$ cat src/rtl/tt_sweep_pkg.sv
// Shared types and constants for the truth-table sweep harness.
// Holds the FSM state encoding, the table-width helper and the default signature.
package tt_sweep_pkg;

   typedef enum logic [1:0] {
      IDLE  = 2'd0,
      SWEEP = 2'd1,
      DRAIN = 2'd2,
      DONE  = 2'd3
   } state_t;

   function automatic int tt_w(input int n);
      return 1 << n;
   endfunction

   localparam int           DEF_N_IN   = 7;
   localparam logic [127:0] DEF_EXP_TT = 128'hfee8eac0fce8e8c0fce8e8c0fca8e880;

endpackage

$ cat src/rtl/tt_sweep_harness_if.sv
// Bundle between the sweep harness and its environment: start request, network
// vector/response pair, and the sweep result (busy, done, tt, match).
interface tt_sweep_harness_if
   import tt_sweep_pkg::*;
#(
   parameter int N_IN = DEF_N_IN
);

   localparam int TT_W = tt_w(N_IN);

   logic            start;
   logic [N_IN-1:0] x_out;
   logic            f_in;
   logic            busy;
   logic            done;
   logic [TT_W-1:0] tt;
   logic            match;

   modport master (
      output start, f_in,
      input  x_out, busy, done, tt, match
   );

   modport slave (
      input  start, f_in,
      output x_out, busy, done, tt, match
   );

endinterface

$ cat src/rtl/tt_capture_delay.sv
// Delay line carrying {valid, idx} alongside the network latency so each response
// lands in the table bit of the vector that produced it. PIPE_LAT=0 is pure wiring.
module tt_capture_delay #(
   parameter int N_IN     = 7,
   parameter int PIPE_LAT = 0
) (
   input  logic            clk,
   input  logic            rst_n,
   input  logic            push_vld,
   input  logic [N_IN-1:0] push_idx,
   output logic            cap_vld,
   output logic [N_IN-1:0] cap_idx
);

   if (PIPE_LAT == 0) begin : g_wire
      logic unused_clk;
      assign unused_clk = clk ^ rst_n;
      assign cap_vld    = push_vld;
      assign cap_idx    = push_idx;
   end else begin : g_pipe
      logic [N_IN:0] line_p [PIPE_LAT];

      // Cleared on reset so an abandoned sweep never writes into the next one.
      always_ff @(posedge clk or negedge rst_n) begin
         if (!rst_n) begin
            for (int i = 0; i < PIPE_LAT; i++) line_p[i] <= '0;
         end else begin
            line_p[0] <= {push_vld, push_idx};
            for (int i = 1; i < PIPE_LAT; i++) line_p[i] <= line_p[i-1];
         end
      end

      assign cap_vld = line_p[PIPE_LAT-1][N_IN];
      assign cap_idx = line_p[PIPE_LAT-1][N_IN-1:0];
   end

endmodule

$ cat src/rtl/tt_sweep_harness.sv
// Drives every input vector onto a Boolean network, captures its response into a
// truth table and compares the table against a fixed signature.
module tt_sweep_harness
   import tt_sweep_pkg::*;
#(
   parameter int                     N_IN     = DEF_N_IN,
   parameter int                     PIPE_LAT = 0,
   parameter logic [tt_w(N_IN)-1:0]  EXP_TT   = DEF_EXP_TT
) (
   input logic                 clk,
   input logic                 rst_n,
   tt_sweep_harness_if.slave   bus
);

   localparam int TT_W  = tt_w(N_IN);
   localparam int CNT_W = N_IN + 1;
   localparam int DRN_W = (PIPE_LAT > 1) ? $clog2(PIPE_LAT) : 1;

   localparam logic [CNT_W-1:0] LAST_IDX = CNT_W'(TT_W - 1);
   localparam logic [DRN_W-1:0] LAST_DRN = DRN_W'(PIPE_LAT - 1);

   state_t            state;
   state_t            state_nxt;
   logic [CNT_W-1:0]  cnt;
   logic [DRN_W-1:0]  drn_cnt;
   logic [TT_W-1:0]   tt_q;
   logic [TT_W-1:0]   tt_nxt;
   logic              match_q;
   logic              cap_vld;
   logic [N_IN-1:0]   cap_idx;
   logic              sweep_last;
   logic              drain_last;
   logic              accept;

   assign sweep_last = (state == SWEEP) && (cnt == LAST_IDX);
   assign drain_last = (state == DRAIN) && (drn_cnt == LAST_DRN);
   assign accept     = (state == IDLE) && bus.start;

   always_ff @(posedge clk or negedge rst_n) begin
      if (!rst_n) state <= IDLE;
      else        state <= state_nxt;
   end

   always_comb begin
      state_nxt = state;
      case (state)
         IDLE:    if (bus.start)  state_nxt = SWEEP;
         SWEEP:   if (sweep_last) state_nxt = (PIPE_LAT > 0) ? DRAIN : DONE;
         DRAIN:   if (drain_last) state_nxt = DONE;
         DONE:    state_nxt = IDLE;
         default: state_nxt = IDLE;
      endcase
   end

   always_comb begin
      bus.busy  = (state == SWEEP) || (state == DRAIN);
      bus.done  = (state == DONE);
      bus.x_out = cnt[N_IN-1:0];
      bus.tt    = tt_q;
      bus.match = match_q;
   end

   // Vector counter holds the last index through DRAIN/DONE and is back at 0 for IDLE.
   always_ff @(posedge clk or negedge rst_n) begin
      if (!rst_n) begin
         cnt     <= '0;
         drn_cnt <= '0;
      end else begin
         case (state)
            SWEEP:   if (!sweep_last) cnt <= cnt + 1'b1;
            DRAIN:   drn_cnt <= drn_cnt + 1'b1;
            DONE: begin
               cnt     <= '0;
               drn_cnt <= '0;
            end
            default: ;
         endcase
      end
   end

   tt_capture_delay #(
      .N_IN     (N_IN),
      .PIPE_LAT (PIPE_LAT)
   ) u_delay (
      .clk      (clk),
      .rst_n    (rst_n),
      .push_vld (state == SWEEP),
      .push_idx (cnt[N_IN-1:0]),
      .cap_vld  (cap_vld),
      .cap_idx  (cap_idx)
   );

   always_comb begin
      tt_nxt = tt_q;
      if (cap_vld) tt_nxt[cap_idx] = bus.f_in;
   end

   // The final capture and the signature compare share the edge that enters DONE.
   always_ff @(posedge clk or negedge rst_n) begin
      if (!rst_n) begin
         tt_q    <= '0;
         match_q <= 1'b0;
      end else if (accept) begin
         tt_q    <= '0;
         match_q <= 1'b0;
      end else begin
         tt_q <= tt_nxt;
         if ((state_nxt == DONE) && (state != DONE)) match_q <= (tt_nxt == EXP_TT);
      end
   end

endmodule

$ cat src/flat_wrapper.sv
// flat-port wrapper written by rule: the top's interface ports become plain ports
module tt_sweep_harness_flat import tt_sweep_pkg::*;
#(
   parameter int                     N_IN     = DEF_N_IN,
   parameter int                     PIPE_LAT = 0,
   parameter logic [tt_w(N_IN)-1:0]  EXP_TT   = DEF_EXP_TT
)
  (clk, rst_n, bus_start, bus_f_in, bus_x_out, bus_busy, bus_done, bus_tt, bus_match);
  tt_sweep_harness_if #(.N_IN(N_IN)) bus_i ();
  input logic clk;
  input logic rst_n;
  input wire logic [$bits(bus_i.start)-1:0] bus_start;
  input wire logic [$bits(bus_i.f_in)-1:0] bus_f_in;
  output wire logic [$bits(bus_i.x_out)-1:0] bus_x_out;
  output wire logic [$bits(bus_i.busy)-1:0] bus_busy;
  output wire logic [$bits(bus_i.done)-1:0] bus_done;
  output wire logic [$bits(bus_i.tt)-1:0] bus_tt;
  output wire logic [$bits(bus_i.match)-1:0] bus_match;
  assign bus_i.start = bus_start;
  assign bus_i.f_in = bus_f_in;
  assign bus_x_out = bus_i.x_out;
  assign bus_busy = bus_i.busy;
  assign bus_done = bus_i.done;
  assign bus_tt = bus_i.tt;
  assign bus_match = bus_i.match;
  tt_sweep_harness #(.N_IN(N_IN), .PIPE_LAT(PIPE_LAT), .EXP_TT(EXP_TT)) u_core (.clk(clk), .rst_n(rst_n), .bus(bus_i));
endmodule
$ cat config.mk
export PLATFORM = sky130hd
export DESIGN_NAME = tt_sweep_harness_flat
export DESIGN_NICKNAME = d
export VERILOG_FILES = /design/src/rtl/tt_sweep_pkg.sv /design/src/rtl/tt_sweep_harness_if.sv /design/src/rtl/tt_capture_delay.sv /design/src/rtl/tt_sweep_harness.sv /design/src/flat_wrapper.sv
export SDC_FILE = /design/constraint.sdc
export NUM_CORES = 1
export LEC_CHECK = 0
export ABC_CLOCK_PERIOD_IN_PS = 5000
export BUFFER_PORTS_ARGS = -buffer_cell sky130_fd_sc_hd__clkbuf_2
export CORE_MARGIN = 2
export CORE_UTILIZATION = 35
export CTS_CLUSTER_SIZE = 16
export DETAILED_ROUTE_END_ITERATION = 16
export SYNTH_ARGS = -nofsm -noshare
export SYNTH_HDL_FRONTEND = slang
export SYNTH_SLANG_ARGS = --single-unit
$ cat constraint.sdc
create_clock -name clk -period 5 [get_ports clk]
set_input_delay 0.75 -clock clk [delete_from_list [all_inputs] [get_ports clk]]
set_output_delay 0.75 -clock clk [all_outputs]
set_load 0.02 [all_outputs]
### After elaboration in Yosys (flattened, before gate mapping)

Index checks and enable logic that the tools add are counted.

* register bits after elaboration: 140
* bits in latches: 0
* memory bits (writable): 0
* bits in read-only memories: 0
* bits of input ports: 4
* output and inout port bits: 138
* word-level logic and storage cells: 42
* memories kept: 0

* add/subtract/negate cells: 2
* $mul: 0
* div/mod/pow operators: 0
* order comparisons: 2
* eq/ne operators: 8
* shift-type cells: 0
* muxes and demuxes: 14
* bitwise operators: 0
* reductions and logical operators: 11

Operators with widths (number)
* 2-to-1 mux 128 bit: 2
* bitwise mux 128 bit: 1
* == test 128 bit, second input constant: 1
* case mux 8 bit (2 select lines): 1
* adder 8 x 1 -> 8 bit, second input constant: 1
* == test 8 x 7 -> 1 bit, second input constant: 1
* less-than comparator 7 x 8 -> 1 bit, second input constant: 1
* 2-to-1 mux 8 bit: 1
* case mux 2 bit (4 select lines): 1
* demux 1 bit (select 7 bit): 1
* >= comparator 7 x 1 -> 1 bit, second input constant: 1
* == test 2 bit, second input constant: 3
* 2-to-1 mux 2 bit: 3
* nonzero test 2 bit: 3
* logical AND 1 bit: 5
* inequality test 2 bit, second input constant: 2
* 2-to-1 mux 1 bit: 3
* == test 2 x 1 -> 1 bit, second input constant: 1
* zero test 2 bit: 1
* case mux 1 bit (2 select lines): 1
* AND reduction 2 bit: 1
* adder 1 bit, second input constant: 1
* logical OR 1 bit: 1

### Longest topological paths before layout

Gate-level depths: netlist of run 1.

* depth in word-level cells: 9
* gate-level depth with buffers: 13
* depth with buffers taken out: 9

### Modules after synthesis

From an unflattened synthesis of run 1, not the netlist that was laid out.

* cell total of the unflattened synthesis: 1044
* area total of the unflattened synthesis: 8575.7 µm²

By module, submodules not included
* tt_sweep_harness: instances 1, cells an instance 1036, area an instance 8515.7 µm², sequential area each 3503.4 µm²
* tt_capture_delay: instances 1, cells an instance 8, area an instance 60.1 µm², sequential area each 0.0 µm²

### Worst setup path after synthesis of run 1

Ideal clock, no wire load.

* path kind: register to register
* start: reg u_core.state[1]
* end: reg u_core.match_q, in the netlist u_core.bus.match
* setup time: 92 ps
* arrival time: 2961 ps
* required time: 4908 ps
* slack: 1947 ps
* stages on the path, launching flop included: 11
* buffers on the path: 1
* clock period less this slack: 3053 ps
* path through: dfrtp_1 inv_1 ha_1 nor3b_4 and2b_1 buf_4 a31oi_1 or4_1 or4_1 or4_1 o31ai_2

* longest elaborated chain between the ends: 7
* elaborated cells on any way between the ends: 19
* those cells by class: eq/ne: 6; mux: 7; reduce/logical: 6

Ends and longest elaborated chain
* start: declaration: RTL line tt_sweep_harness.sv:22 `state_t state;`
* start signal: assignment: RTL line tt_sweep_harness.sv:41 `else state <= state_nxt;`
* branches (longest 7 deep; another with 2-to-1 mux 128 bit)
* end signal: assignment: RTL line tt_sweep_harness.sv:108 `if ((state_nxt == DONE) && (state != DONE)) match_q <= (tt_nxt == EXP_TT);`
* end: declaration: RTL line tt_sweep_harness.sv:28 `logic match_q;`

Parallel ways; which one is timed is not known. The select of a mux whose other input is x is not followed.
A chain may end at the register's enable or synchronous reset.

### Final worst setup path of run 1

Ends and elaborated chain as after synthesis.

==> results of run 1 <==
==> metal layers <==
layer  share of wire  GRT usage
met5               0          0
met4           0.048      0.155
met3            0.11     0.0628
met2            0.44      0.445
met1            0.40      0.415
==> Yosys cell counts (5+ instances only) <==
cell type    n
a211oi_1    10
a21oi_1    160
a22o_1      11
a2bb2oi_1   10
a311oi_1     8
a31oi_1     27
a32oi_1      6
and3_1       7
and4b_1      7
buf_1       12
buf_2       21
buf_4        8
clkbuf_1   102
dfrtp_1    140
ha_1         7
inv_1        9
mux2_2       6
mux2i_1     14
nand2_1     49
nand3_1    146
nand4_1      9
nand4b_1     9
nand4bb_1    8
nor2_1      25
nor2b_1      6
nor3_1       9
nor4_1       8
nor4bb_1     5
o211ai_1     5
o21ai_0    165
o22ai_1     12
o31ai_1      5
o32ai_1      6
or4_1        7
or4b_1       5
==> power groups by stage <==
stage / logic, mW / clock network, mW / registers (mW)
floorplan: 1.58 / 0 / 1.90
global placement: 2.79 / 0 / 1.88
detailed placement: 2.79 / 0 / 1.88
CTS: 2.81 / 1.56 / 1.86
global route: 3.04 / 1.61 / 1.92
finish: 2.89 / 1.56 / 1.88
==> worst paths after layout <==
| path | endpoint | depth (start not counted) | slack, ns | startpoint |
|---|---|---|---|---|
| setup reg to reg | u_core.bus.match$_DFFE_PN0P_ | 9 | 0.93 | u_core.state[1]$_DFF_PN0_ |
| min in group clk | u_core.cnt[7]$_DFFE_PN0P_ | 1 | 0.55 | u_core.cnt[7]$_DFFE_PN0P_ |
| max in group asynchronous | u_core.bus.tt[11]$_DFF_PN0_ | 2 | 3.33 | rst_n |
| hold / removal | u_core.cnt[4]$_DFFE_PN0P_ | 1 | 0.40 | rst_n |
| setup / recovery | u_core.bus.match$_DFFE_PN0P_ | 9 | 0.93 | u_core.state[1]$_DFF_PN0_ |
| hold reg to reg | u_core.cnt[7]$_DFFE_PN0P_ | 1 | 0.55 | u_core.cnt[7]$_DFFE_PN0P_ |
==> worst max-delay path: stages, from the launching register on <==
cell	delay (ns)
dfrtp_1	0.42
inv_1	0.16
ha_1	0.58
inv_1	0.26
nor4_1	0.75
a31oi_1	0.18
or4_1	0.53
or4_1	0.42
or4_1	0.49
o31ai_2	0.18
==> cells by family after synthesis <==
group,Yosys count,share of synthesized area
AO/OA/AOI/OAI,454,0.291
AND/OR/NAND/NOR,329,0.214
buffers and inverters,155,0.0717
flip-flops,140,0.388
multiplexers,20,0.0230
adder cells (fa/ha/maj),7,0.00971
XOR/XNOR,2,0.00194
==> state kept, by name, summed over array words and instances, names as in the netlist <==
name	flops
u_core.drn_cnt	1
u_core.cnt	8
u_core.bus.tt	128
u_core.bus.match	1
u_core.state	2
==> through the flow <==
stage / setup WS [ns] / hold slack, ns
after global routing: 0.619 / 0.483
after CTS: 1.01 / 0.443
after detailed placement: 1.02 / 0.536
final: 0.927 / 0.402
after floorplan: 1.95 / 0.454
after global placement: 1.14 / 0.525
==> final cells by class <==
type | instances | area share
inverter | 10 | 0.00351
clock buffer | 18 | 0.0411
sequential | 140 | 0.328
multi-input combinational | 812 | 0.460
tap | 330 | 0.0386
clock inverter | 14 | 0.0248
timing repair buffer | 193 | 0.104
==> impl_metrics.xml, run 1 <==
<?xml version="1.0" encoding="UTF-8"?>
<metrics>
  <group name="status">
    <metric name="run_status" unit="">finished clean</metric>
  </group>
  <group name="die">
    <metric name="placement_rows" unit="">58</metric>
    <metric name="fp.coreArea" unit="um^2">25300</metric>
    <metric name="die_x" unit="um">165</metric>
    <metric name="ios" unit="">142</metric>
    <metric name="initial_utilization" unit="">0.357</metric>
    <metric name="fp.dieArea" unit="um^2">27100</metric>
    <metric name="floorplan.die.height" unit="um">165</metric>
  </group>
  <group name="timing">
    <metric name="slew_violations" unit="">0</metric>
    <metric name="clock-skew-final" unit="ns">0.0122</metric>
    <metric name="tightestPinTransition" unit="ns">0.996</metric>
    <metric name="relSlewSlack" unit="">0.336</metric>
    <metric name="grt_setup_unrepaired" unit="">no</metric>
    <metric name="fin_crit" unit="ns">4.07</metric>
    <metric name="number_of_hold_violations_in_the_final_report" unit="">0</metric>
    <metric name="finalSetupTns" unit="ns">0</metric>
    <metric name="max_freq" unit="GHz">0.246</metric>
    <metric name="setup_viol_count_final" unit="">0</metric>
    <metric name="fin_crit_sh" unit="">0.815</metric>
  </group>
  <group name="power">
    <metric name="pwr-share-clk" unit="">0.246</metric>
    <metric name="pwr_density_cell" unit="nW/um^2">592</metric>
    <metric name="intPower" unit="mW">3.29</metric>
    <metric name="finalPower" unit="mW">6.34</metric>
    <metric name="p_comb_frac" unit="">0.457</metric>
    <metric name="seq_power_share" unit="">0.297</metric>
    <metric name="power.share.switching" unit="">0.481</metric>
    <metric name="power.switching" unit="mW">3.05</metric>
    <metric name="p_leak" unit="nW">4.40</metric>
    <metric name="worst_ir_drop_vdd" unit="mV">0.289</metric>
  </group>
  <group name="clocking">
    <metric name="worst_setup_hold_path_clk_slew" unit="ns">0.07</metric>
    <metric name="holdBufCountCts" unit="">0</metric>
    <metric name="cts_repair_resize_count" unit="">0</metric>
    <metric name="clock_insertion_delay_worst_skew" unit="ns">0.45</metric>
    <metric name="cts_post_setup_buffers_inserted" unit="">0</metric>
    <metric name="cts_buffers" unit="">17</metric>
    <metric name="cts.sink_count" unit="">140</metric>
    <metric name="cts.htree.levels" unit="">4</metric>
    <metric name="cts-root-to-sink-buffers" unit="">2</metric>
    <metric name="ctsRootBufferMaster" unit="">clkbuf_16</metric>
    <metric name="tritoncts" unit="">yes</metric>
  </group>
  <group name="synth">
    <metric name="synthesis.area_per_instance" unit="um^2">8.15</metric>
    <metric name="synth_top_cell_by_area" unit="">dfrtp_1</metric>
    <metric name="synth.cell_area" unit="um^2">9020</metric>
    <metric name="syn_nets" unit="">1118</metric>
    <metric name="fraction_of_synthesized_cell_area_taken_by_the_top_area_cell_type" unit="">0.388</metric>
    <metric name="synth.lib_cells_used.distinct" unit="">71</metric>
    <metric name="proportion_of_synthesized_chip_area_in_sequential_cells" unit="">0.388</metric>
    <metric name="number_of_enable_type_register_cells_in_the_synthesized_netlist" unit="">0</metric>
    <metric name="async_flop_share" unit="">1.00</metric>
    <metric name="yosys_warnings" unit="">0</metric>
    <metric name="yosys-top-cells-area" unit="">dfrtp_1 (39%), o21ai_0 (9.2%), a21oi_1 (8.9%)</metric>
    <metric name="synthesis.instances" unit="">1107</metric>
    <metric name="synth_ff_type" unit="">dfrtp_1</metric>
    <metric name="synth-seq-cells" unit="">140</metric>
  </group>
  <group name="placed_design">
    <metric name="placement.io_buffers" unit="">141</metric>
    <metric name="place_inst" unit="">1485</metric>
    <metric name="hpwl" unit="um">27100</metric>
    <metric name="placement.cell_area" unit="um^2">9990</metric>
    <metric name="finalWeightedCongestion" unit="">1.01</metric>
  </group>
  <group name="global_routing">
    <metric name="globalRoute.totalOverflow" unit="">0</metric>
    <metric name="number_of_antenna_violations_at_the_first_check_in_global_routing" unit="">0</metric>
    <metric name="grt_usage" unit="">0.301</metric>
    <metric name="grt_pass1_wl" unit="um">60500</metric>
    <metric name="grt_pass1_vias" unit="">9492</metric>
    <metric name="largest_net_degree_at_the_start_of_global_routing" unit="">97</metric>
  </group>
  <group name="route">
    <metric name="vias_per_cell" unit="">6.69</metric>
    <metric name="drt_iter0_drc" unit="">1434</metric>
    <metric name="drt-pass1-iter-count" unit="">6</metric>
    <metric name="remaining_drc_errors" unit="">0</metric>
    <metric name="vias" unit="">10200</metric>
    <metric name="final_antenna_net_count" unit="">0</metric>
    <metric name="avgRoutedWirePerCell" unit="um">26.8</metric>
    <metric name="totalWireLength" unit="um">40600</metric>
  </group>
  <group name="hold_path">
    <metric name="worst_hold_path_type" unit="">in2async</metric>
  </group>
  <group name="cells_and_area">
    <metric name="stdcell_count" unit="">1517</metric>
    <metric name="layout_commonest_cell" unit="">o21ai_0</metric>
    <metric name="area_taken_by_flip_flops_and_latches" unit="um^2">3500</metric>
    <metric name="n_antenna_cell" unit="">0</metric>
    <metric name="post_route_cells_drive_above_1_share" unit="">0.213</metric>
    <metric name="post-route-cell-area" unit="um^2">10700</metric>
    <metric name="multi_input_comb_area" unit="um^2">4920</metric>
    <metric name="finish.net_count" unit="">1185</metric>
    <metric name="fillerInstances" unit="">2563</metric>
    <metric name="area_growth_syn_to_layout" unit="%">18.6</metric>
    <metric name="final_cell_mix" unit="">o21ai_0 (165), a21oi_1 (160), nand3_1 (146), clkbuf_2 (139), dfrtp_1 (139)</metric>
    <metric name="fin_util" unit="">0.424</metric>
  </group>
  <group name="critical_path">
    <metric name="required_time_of_the_critical_path" unit="ns">5.36</metric>
    <metric name="setup.worst_path.class" unit="">reg2reg</metric>
    <metric name="setup.worst_path.end_class" unit="">register</metric>
    <metric name="timing.critical_path.arrival" unit="ns">4.43</metric>
    <metric name="crit_path_max_fanout" unit="">20</metric>
    <metric name="worstSetupStartpointType" unit="">register</metric>
  </group>
  <group name="run">
    <metric name="max-cap-violations" unit="">0</metric>
  </group>
</metrics>
Note: power is estimated with default switching activity, not from simulation.
==> inputs of run 2 (changes only) <==
--- a/config.mk
+++ b/config.mk
@@ -5,7 +5,7 @@
 export SDC_FILE = /design/constraint.sdc
 export NUM_CORES = 1
 export LEC_CHECK = 0
-export ABC_CLOCK_PERIOD_IN_PS = 5000
+export ABC_CLOCK_PERIOD_IN_PS = 3790
 export BUFFER_PORTS_ARGS = -buffer_cell sky130_fd_sc_hd__clkbuf_2
 export CORE_MARGIN = 2
 export CORE_UTILIZATION = 35
==> constraint.sdc (replaced) <==
create_clock -name clk -period 3.79 [get_ports clk]
set_input_delay 0.5685 -clock clk [delete_from_list [all_inputs] [get_ports clk]]
set_output_delay 0.5685 -clock clk [all_outputs]
set_load 0.02 [all_outputs]
==> run 2 against run 1 <==
  * Routed wire length increased by 1.7%
  * Core utilization increased by 0.36 points
  * Via count up 0.62%
  * Critical path type unchanged
  * Critical endpoint unchanged
  * Largest cell class unchanged
  * Largest power group unchanged
==> impl_metrics.xml, run 2 (synthesis results as in run 1) <==
<?xml version="1.0" encoding="UTF-8"?>
<metrics>
  <group name="timing">
    <metric name="grt_setup_unrepaired" unit="">no</metric>
    <metric name="max_freq" unit="GHz">0.282</metric>
    <metric name="setup_viol_count_final" unit="">0</metric>
    <metric name="slew_violations" unit="">0</metric>
    <metric name="clock-skew-final" unit="ns">0.00960</metric>
    <metric name="finalSetupTns" unit="ns">0</metric>
    <metric name="number_of_hold_violations_in_the_final_report" unit="">0</metric>
    <metric name="fin_crit" unit="ns">3.55</metric>
    <metric name="relSlewSlack" unit="">0.486</metric>
    <metric name="tightestPinTransition" unit="ns">0.771</metric>
    <metric name="fin_crit_sh" unit="">0.936</metric>
  </group>
  <group name="global_routing">
    <metric name="grt_pass1_wl" unit="um">61600</metric>
    <metric name="globalRoute.totalOverflow" unit="">0</metric>
    <metric name="grt_pass1_vias" unit="">9468</metric>
    <metric name="number_of_antenna_violations_at_the_first_check_in_global_routing" unit="">0</metric>
    <metric name="largest_net_degree_at_the_start_of_global_routing" unit="">80</metric>
    <metric name="grt_usage" unit="">0.306</metric>
  </group>
  <group name="die">
    <metric name="initial_utilization" unit="">0.357</metric>
    <metric name="fp.dieArea" unit="um^2">27100</metric>
    <metric name="placement_rows" unit="">58</metric>
    <metric name="fp.coreArea" unit="um^2">25300</metric>
    <metric name="ios" unit="">142</metric>
    <metric name="floorplan.die.height" unit="um">165</metric>
    <metric name="die_x" unit="um">165</metric>
  </group>
  <group name="cells_and_area">
    <metric name="layout_commonest_cell" unit="">o21ai_0</metric>
    <metric name="final_cell_mix" unit="">o21ai_0 (165), a21oi_1 (160), nand3_1 (146), clkbuf_2 (139), dfrtp_1 (139)</metric>
    <metric name="finish.net_count" unit="">1214</metric>
    <metric name="post_route_cells_drive_above_1_share" unit="">0.230</metric>
    <metric name="largest_register_ffs" unit="">128</metric>
    <metric name="area_growth_syn_to_layout" unit="%">19.6</metric>
    <metric name="fillerInstances" unit="">2547</metric>
    <metric name="n_antenna_cell" unit="">0</metric>
  </group>
  <group name="placed_design">
    <metric name="hpwl" unit="um">28000</metric>
    <metric name="finalWeightedCongestion" unit="">0.993</metric>
    <metric name="placement.io_buffers" unit="">141</metric>
  </group>
  <group name="route">
    <metric name="vias" unit="">10200</metric>
    <metric name="totalWireLength" unit="um">41300</metric>
    <metric name="detailroute.wirelength.met3" unit="um">4920</metric>
    <metric name="avgRoutedWirePerCell" unit="um">26.7</metric>
    <metric name="remaining_drc_errors" unit="">0</metric>
    <metric name="drt-pass1-iter-count" unit="">6</metric>
    <metric name="vias_per_cell" unit="">6.61</metric>
    <metric name="dr.max_layer_used" unit="">met5</metric>
    <metric name="met2_wirelength" unit="um">17900</metric>
    <metric name="drt_iter0_drc" unit="">1677</metric>
    <metric name="m1WireLength" unit="um">16500</metric>
    <metric name="final_antenna_net_count" unit="">0</metric>
  </group>
  <group name="hold_path">
    <metric name="worst_hold_path_type" unit="">in2async</metric>
  </group>
  <group name="critical_path">
    <metric name="path_cells" unit="">inv_1, ha_1, inv_1, nor4_1, a31oi_1, or4_1, or4_1, or4_1, o31ai_2</metric>
    <metric name="worst_path_largest_cell_delay" unit="ns">0.56</metric>
    <metric name="setup.worst_path.class" unit="">reg2reg</metric>
    <metric name="worst_path_most_repeated_cell" unit="">or4_1</metric>
    <metric name="crit_path_max_fanout" unit="">8</metric>
    <metric name="worst_r2r_path_depth" unit="">9</metric>
    <metric name="setup.worst_path.end_class" unit="">register</metric>
    <metric name="r2r_slack" unit="ns">0.24</metric>
    <metric name="required_time_of_the_critical_path" unit="ns">4.15</metric>
    <metric name="worstSetupStartpointType" unit="">register</metric>
    <metric name="timing.critical_path.arrival" unit="ns">3.90</metric>
    <metric name="critical_path.reg2reg.startpoint" unit="">u_core.state[1]$_DFF_PN0_</metric>
    <metric name="crit_path_top_delay_cell" unit="">or4_1</metric>
    <metric name="worstReg2RegEnd" unit="">u_core.bus.match$_DFFE_PN0P_</metric>
  </group>
  <group name="clocking">
    <metric name="ctsRootBufferMaster" unit="">clkbuf_16</metric>
    <metric name="tritoncts" unit="">yes</metric>
    <metric name="worst_setup_hold_path_clk_slew" unit="ns">0.06</metric>
    <metric name="cts_post_setup_buffers_inserted" unit="">0</metric>
    <metric name="cts_repair_resize_count" unit="">0</metric>
    <metric name="cts.htree.levels" unit="">4</metric>
    <metric name="cts-root-to-sink-buffers" unit="">2</metric>
    <metric name="holdBufCountCts" unit="">0</metric>
    <metric name="cts_buffers" unit="">17</metric>
    <metric name="clock_insertion_delay_worst_skew" unit="ns">0.44</metric>
    <metric name="cts.sink_count" unit="">140</metric>
  </group>
  <group name="run">
    <metric name="max-cap-violations" unit="">0</metric>
  </group>
  <group name="power">
    <metric name="pwr_density_cell" unit="nW/um^2">752</metric>
    <metric name="finalPower" unit="mW">8.11</metric>
    <metric name="p_leak" unit="nW">4.47</metric>
    <metric name="worst_ir_drop_vdd" unit="mV">0.424</metric>
  </group>
  <group name="status">
    <metric name="run_status" unit="">finished clean</metric>
  </group>
</metrics>
-- run 2: cell types whose count changed in the layout (fill, tap and decap cells not counted), sizes merged --
cell / change
clkinv: +2
clkbuf: +2
clkinvlp: +1
buf: +29
bufinv: -6
-- run 2: metal layers --
metal / GRT usage / vias to the layer above
met5: 0 / -
met3: 0.0736 / 140
met1: 0.426 / 4906
met2: 0.443 / 799
li1: - / 4372
met4: 0.149 / 2
-- run 2: final cells by class --
type / count / area, um^2 / share of cell area
inverter: 10 / 37.5 / 0.00348
sequential: 140 / 3500 / 0.325
tap: 330 / 413 / 0.0383
clock inverter: 11 / 95.1 / 0.00882
multi-input combinational: 812 / 4920 / 0.456
timing repair buffer: 222 / 1360 / 0.126
clock buffer: 20 / 457 / 0.0423
-- run 2: report_power, final --
part / leakage [nW] / switching (mW) / total (mW) / internal, mW
clock: 0.268 / 0.699 / 1.63 / 0.929
combinational: 2.33 / 2.77 / 4.07 / 1.30
sequential: 1.88 / 0.589 / 2.42 / 1.83
total: 4.47 / 4.06 / 8.11 / 4.06
-- run 2: worst max path at each step --
stage,start,endpoint,depth (start not counted)
after floorplan,u_core.state[1]$_DFF_PN0_,u_core.bus.match$_DFFE_PN0P_,10
after global placement,u_core.state[1]$_DFF_PN0_,u_core.bus.match$_DFFE_PN0P_,9
after detailed placement,u_core.state[1]$_DFF_PN0_,u_core.bus.match$_DFFE_PN0P_,9
after CTS,u_core.state[1]$_DFF_PN0_,u_core.bus.match$_DFFE_PN0P_,9
after global routing,u_core.state[1]$_DFF_PN0_,u_core.bus.match$_DFFE_PN0P_,9
final,u_core.state[1]$_DFF_PN0_,u_core.bus.match$_DFFE_PN0P_,9
-- run 2: through the flow --
stage,std cells,setup WS [ns],area [um^2],util,hold slack (ns)
after CTS,1545,0.306,10800,0.427,0.149
after global placement,1514,0.444,10200,0.405,0.521
final,1545,0.244,10800,0.427,0.117
after detailed placement,1514,0.361,10200,0.405,0.526
after global routing,1545,0.0406,10800,0.427,0.175
after floorplan,1107,0.737,9020,-,0.273
-- run 2: worst max-delay path: cells and delay by family (launching register included) --
| family | cells | cell delay, ns |
|---|---|---|
| buf+inv | 2 | 0.34 |
| fa+ha+maj | 1 | 0.38 |
| compound gates | 2 | 0.35 |
| flops | 1 | 0.43 |
| simple gates | 4 | 1.96 |
